===== src/rtl/uart_pkg.sv =====
// uart_pkg: types and constants shared by the UART transmit and receive sides.
// The PARITY state exists only when UART_TX_PARITY_EN is defined.
package uart_pkg;
    localparam int DATA_BITS = 8;
    localparam int DEFAULT_CLKS_PER_BIT = 8;
    typedef enum logic [2:0] {
        IDLE  = 3'd0,
        START = 3'd1,
        DATA  = 3'd2,
`ifdef UART_TX_PARITY_EN
        PARITY = 3'd3,
`endif
        STOP  = 3'd4,
        ACK   = 3'd5
    } uart_state_e;
endpackage


===== src/rtl/uart_transmitter_if.sv =====
// uart_transmitter_if: requester/transmitter handshake plus the serial line.
interface uart_transmitter_if;
    import uart_pkg::*;
    logic                 XMIT_REQ;
    logic [DATA_BITS-1:0] XMIT_DATA;
    logic                 XMIT_ACK;
    logic                 XMIT_BUSY;
    logic                 XMT;
    modport master(output XMIT_REQ, XMIT_DATA, input XMIT_ACK, XMIT_BUSY, XMT);
    modport slave(input XMIT_REQ, XMIT_DATA, output XMIT_ACK, XMIT_BUSY, XMT);
endinterface


===== src/rtl/uart_baud_tick.sv =====
// uart_baud_tick: one-cycle tick every CLKS_PER_BIT cycles, phase-aligned by restart.
module uart_baud_tick
    import uart_pkg::*;
#(
    parameter int CLKS_PER_BIT = DEFAULT_CLKS_PER_BIT
) (
    input  logic clk,
    input  logic clr_n,
    input  logic restart,
    output logic tick
);
    logic [7:0] cnt;
    assign tick = cnt == 8'(CLKS_PER_BIT - 1);
    always_ff @(posedge clk) begin
        if (!clr_n || restart || tick) cnt <= '0;
        else cnt <= cnt + 8'd1;
    end
endmodule


===== src/rtl/uart_transmitter.sv =====
// uart_transmitter: serial byte transmitter with a four-phase REQ/ACK handshake.
// Define UART_TX_PARITY_EN to send an even-parity bit between data and stop bits.
module uart_transmitter
    import uart_pkg::*;
#(
    parameter int CLKS_PER_BIT = DEFAULT_CLKS_PER_BIT,
    parameter int STOP_BITS    = 1
) (
    input logic clk,
    input logic clr_n,
    uart_transmitter_if.slave bus
);
    uart_state_e          state;
    logic [DATA_BITS-1:0] shreg;
    logic [2:0]           idx;
    logic                 stop_cnt, xmt, ack, busy, tick, restart;
`ifdef UART_TX_PARITY_EN
    logic                 par;
`endif
    // Restarting on acceptance makes every frame's bit timing start fresh.
    assign restart = state == IDLE && bus.XMIT_REQ;
    uart_baud_tick #(.CLKS_PER_BIT(CLKS_PER_BIT)) u_tick (
        .clk(clk), .clr_n(clr_n), .restart(restart), .tick(tick)
    );
    assign bus.XMT       = xmt;
    assign bus.XMIT_ACK  = ack;
    assign bus.XMIT_BUSY = busy;
    always_ff @(posedge clk) begin
        if (!clr_n) begin
            state    <= IDLE;
            shreg    <= '0;
            idx      <= '0;
            stop_cnt <= 1'b0;
            xmt      <= 1'b1;
            ack      <= 1'b0;
            busy     <= 1'b0;
`ifdef UART_TX_PARITY_EN
            par      <= 1'b0;
`endif
        end else begin
            case (state)
                IDLE: begin
                    xmt  <= 1'b1;
                    ack  <= 1'b0;
                    busy <= 1'b0;
                    if (bus.XMIT_REQ) begin
                        state <= START;
                        shreg <= bus.XMIT_DATA;
                        xmt   <= 1'b0;
                        busy  <= 1'b1;
`ifdef UART_TX_PARITY_EN
                        par   <= ^bus.XMIT_DATA;
`endif
                    end
                end
                START: if (tick) begin
                    state <= DATA;
                    idx   <= '0;
                    xmt   <= shreg[0];
                    shreg <= shreg >> 1;
                end
                DATA: if (tick) begin
                    if (idx == 3'(DATA_BITS - 1)) begin
`ifdef UART_TX_PARITY_EN
                        state <= PARITY;
                        xmt   <= par;
`else
                        state    <= STOP;
                        xmt      <= 1'b1;
                        stop_cnt <= 1'b0;
`endif
                    end else begin
                        idx   <= idx + 3'd1;
                        xmt   <= shreg[0];
                        shreg <= shreg >> 1;
                    end
                end
`ifdef UART_TX_PARITY_EN
                PARITY: if (tick) begin
                    state    <= STOP;
                    xmt      <= 1'b1;
                    stop_cnt <= 1'b0;
                end
`endif
                STOP: if (tick) begin
                    if (stop_cnt == 1'(STOP_BITS - 1)) begin
                        state <= ACK;
                        ack   <= 1'b1;
                    end else stop_cnt <= 1'b1;
                end
                ACK: if (!bus.XMIT_REQ) begin
                    state <= IDLE;
                    ack   <= 1'b0;
                    busy  <= 1'b0;
                end
                default: begin
                    state <= IDLE;
                    xmt   <= 1'b1;
                    ack   <= 1'b0;
                    busy  <= 1'b0;
                end
            endcase
        end
    end
endmodule


===== src/flat_wrapper.sv =====
// flat-port wrapper written by rule: the top's interface ports become plain ports
module uart_transmitter_flat import uart_pkg::*;
#(
    parameter int CLKS_PER_BIT = DEFAULT_CLKS_PER_BIT,
    parameter int STOP_BITS    = 1
)
  (clk, clr_n, bus_XMIT_REQ, bus_XMIT_DATA, bus_XMIT_ACK, bus_XMIT_BUSY, bus_XMT);
  uart_transmitter_if bus_i ();
  input logic clk;
  input logic clr_n;
  input wire logic [$bits(bus_i.XMIT_REQ)-1:0] bus_XMIT_REQ;
  input wire logic [$bits(bus_i.XMIT_DATA)-1:0] bus_XMIT_DATA;
  output wire logic [$bits(bus_i.XMIT_ACK)-1:0] bus_XMIT_ACK;
  output wire logic [$bits(bus_i.XMIT_BUSY)-1:0] bus_XMIT_BUSY;
  output wire logic [$bits(bus_i.XMT)-1:0] bus_XMT;
  assign bus_i.XMIT_REQ = bus_XMIT_REQ;
  assign bus_i.XMIT_DATA = bus_XMIT_DATA;
  assign bus_XMIT_ACK = bus_i.XMIT_ACK;
  assign bus_XMIT_BUSY = bus_i.XMIT_BUSY;
  assign bus_XMT = bus_i.XMT;
  uart_transmitter #(.CLKS_PER_BIT(CLKS_PER_BIT), .STOP_BITS(STOP_BITS)) u_core (.clk(clk), .clr_n(clr_n), .bus(bus_i));
endmodule

===== config.mk =====
export PLATFORM = sky130hd
export DESIGN_NAME = uart_transmitter_flat
export DESIGN_NICKNAME = d
export VERILOG_FILES = /design/src/rtl/uart_pkg.sv /design/src/rtl/uart_transmitter_if.sv /design/src/rtl/uart_baud_tick.sv /design/src/rtl/uart_transmitter.sv /design/src/flat_wrapper.sv
export SDC_FILE = /design/constraint.sdc
export NUM_CORES = 1
export LEC_CHECK = 0
export ABC_CLOCK_PERIOD_IN_PS = 2900
export BUFFER_PORTS_ARGS = -buffer_cell sky130_fd_sc_hd__buf_2
export CAP_MARGIN = 20
export CORE_ASPECT_RATIO = 0.8
export CORE_MARGIN = 2
export CORE_UTILIZATION = 50
export CTS_BUF_LIST = sky130_fd_sc_hd__clkbuf_16
export DETAILED_ROUTE_END_ITERATION = 10
export PLACE_DENSITY = 0.71
export SETUP_SLACK_MARGIN = 0.3
export SLEW_MARGIN = 40
export SYNTH_ARGS = -nofsm -noshare
export SYNTH_HDL_FRONTEND = slang
export SYNTH_SLANG_ARGS = --single-unit

===== constraint.sdc =====
create_clock -name clk -period 2.9 [get_ports clk]
set_clock_uncertainty 0.05 [all_clocks]
set_input_delay 0.145 -clock clk [delete_from_list [all_inputs] [get_ports clk]]
set_output_delay 0.145 -clock clk [all_outputs]
set_load 0.005 [all_outputs]

==> summary.md <==
| Metric | Value |
|---|---|
| Outcome | `completed` |
| CP max stage delay | `0.48 ns` |
| Multi-input gate area | `671 um2` |
| CP Data Required Time | `3.03 ns` |
| # IOs | `14` |
| Warnings, synthesis | `0` |
| Clk_lat worst skew | `0.26 ns` |
| Hold path depth | `2` |
| Post-route setup TNS | `0 ns` |
| Cell depth of the worst setup path | `7` |
| Final Hold Fails | `0` |
| Worst setup EP type | `flop` |
| Final setup margin | `0.609 ns` |
| DR vias | `1001` |
| Fin cells | `177` |
| First-pass GRT wire length | `3.98 mm` |
| Worst-path clk slew | `0.06 ns` |
| Hold Path Class | `input pin to flop` |
| Crit path max-delay family | `compound AO/OA/AOI/OAI gates` |
| Die H | `48.3 um` |
| Post-route ant nets | `0` |
| Cts hold-fix bufs | `0` |
| RSZ-0062 raised after global routing | `no` |
| EDFF count, synth | `0` |
| Post-Synthesis Cells | `139` |
| WS Path Type | `flop to flop` |
| Ys async rst share | `0` |
| Cells after DPL | `173` |
| Actual slew at the worst max-slew pin | `0.557 ns` |
| Yosys top cell by area | `dfxtp_1` |
| Final setup fails | `0` |
| Top cells by count, synth | `dfxtp_1, nor2_1, a21oi_1` |
| F_max | `436 MHz` |
| CTS resizes | `0` |
| CTS root buf | `clkbuf_16` |
| Pwr Density | `548 mW/mm2` |
| Tmin final | `2.29 ns` |
| Total CTS buffers | `3` |
| Crit-path max FO | `15` |
| GPL Wtd Cong | `0.780` |
| DPL Wire Length | `1.76 mm` |
| Layout cells sized above 1 | `0.147` |
| Post-synth top flop | `dfxtp_1` |
| WP data arrival | `2.42 ns` |
| Final net count | `165` |
| Slowest CP cell | `or3b_2` |
| Max clock buf depth | `2` |
| Die area | `0.00286 mm2` |
| Critical path launch point type | `flop` |
| Total track usage | `0.188` |
| Final Cycle Share | `0.790` |
| Drt wl/cell | `13.4 um` |
| # fillers | `237` |
| Largest cells by area after synthesis | `dfxtp_1, nor2_1, mux2i_1, a21oi_1, xor2_1` |
| Netlist cell types | `32` |
| Initial antenna violation count | `0` |
| Initial Util | `0.514` |
| Register area | `500 um2` |
| Iter 0 DRT Violations | `27` |
| Crit path top cell by count | `ha_1` |
| Worst r2r path cells | `7` |
| Vias in the first global route | `843` |
| Die X | `59.3 um` |
| Area Overhead vs Synth | `11.6%` |
| # rows | `16` |
| DR pass1 iterations | `4` |
| Leakage | `0.000559 uW` |
| Grt ovf | `0` |
| Vias per cell | `5.66` |
| Share of the synthesized area in the top cell type | `0.409` |
| Number of buffers and inverters on the critical path | `0` |
| CTS tree | `built` |
| Setup Fix Bufs, Post-CTS | `0` |
| Seq/Total Area, Yosys | `0.409` |
| Ant diodes | `0` |
| CP cell instances | `ha_1 > ha_1 > or3b_2 > a21oi_1 > a21boi_4 > nor2_1 > a211oi_1` |
| #FFs+latches synth | `25` |
| Fin. max-slew vios | `0` |
| Placeable Area | `0.00238 mm2` |
| DRC Markers | `0` |
| Syn_area_per_cell | `8.81 um2` |
| Worst VDD drop | `0.298 mV` |
| Maximum Capacitance Violations | `0` |
| Largest net degree at the start of global routing | `17` |
| Mapped Area | `0.00122 mm2` |
| Clock sink total | `25` |
| Rel. slew slack | `0.626` |
| Total Routed Length | `2.38 mm` |
| PortBufs | `13` |
| Most frequent cell after synthesis | `dfxtp_1` |
| Pre-CTS WS | `0.643 ns` |
| Htree depth | `1` |
| Net Count, Synth | `153` |
==> sequential cells by signal, summed over array words and instances (netlist names) <==
name                  flops
u_core.bus.XMT            1
u_core.state              3
u_core.bus.XMIT_ACK       1
u_core.idx                3
u_core.bus.XMIT_BUSY      1
u_core.shreg              8
u_core.u_tick.cnt         8
==> cell families after synthesis <==
logic type	count (synthesis)	synth area share
buf+inv	10	0.0439
mux	7	0.0572
xor+xnor	6	0.0429
fa+ha+maj	3	0.0306
compound gates	33	0.195
flops	25	0.409
simple gates	55	0.222
==> stage by stage <==
step | power [uW] | cell area [um2] | utilization | hold WS (ns)
after floorplan | 434 | 1220 | - | 0.171
after global placement | 450 | 1290 | 0.541 | 0.321
after detailed placement | 454 | 1290 | 0.541 | 0.335
after CTS | 754 | 1370 | 0.574 | 0.0659
after global routing | 781 | 1370 | 0.574 | 0.0787
final | 749 | 1370 | 0.574 | 0.0658
==> final timing paths <==
path | from | endpoint | slack (ns)
worst min-delay path | clr_n | u_core.bus.XMT | 0.07
worst min register to register | u_core.u_tick.cnt[0] | u_core.u_tick.cnt[0] | 0.40
worst max register to register | u_core.idx[0] | u_core.shreg[1] | 0.61
worst max-delay path | u_core.idx[0] | u_core.shreg[1] | 0.61
==> worst reg2reg max path, cell delays in order (launching register included) <==
cell	delay (ns)
dfxtp_1	0.34
ha_1	0.22
ha_1	0.25
or3b_2	0.48
a21oi_1	0.15
a21boi_4	0.42
nor2_1	0.08
a211oi_1	0.22
==> cells in the final DEF (no fill, tap or decap), types with 4 or more instances in the layout <==
cell       n
dfxtp_1   25
o21ai_0    5
a211oi_1   5
buf_2     13
nand3_1    7
inv_1      4
mux2i_1    7
nand2_1    7
xor2_1     5
nor2_1    19
nor2b_1    4
nor3_1     4
a22oi_1    4
a21oi_1    9
==> cell type report <==
cell class              count  area share
flip-flops and latches     25       0.366
inverters                   3     0.00823
multi-input cells         104       0.490
repair buffers             14      0.0531
clock buffers               3      0.0549
well taps                  27      0.0247
clock inverters             1     0.00274
==> power by group <==
| part | internal [uW] | leakage, uW | switching, uW |
|---|---|---|---|
| registers | 360 | 0.000204 | 11.9 |
| logic | 34.2 | 0.000312 | 39.9 |
| clock network | 184 | 0.0000423 | 119 |
==> layer usage <==
metal,share of wire,track usage,vias up
li1,-,-,522
met1,0.51,0.273,460
met2,0.44,0.275,16
met3,0.041,0.0557,3
met4,0.0067,0.0409,0
met5,0,0,-
(Power assumes the default switching activity.)
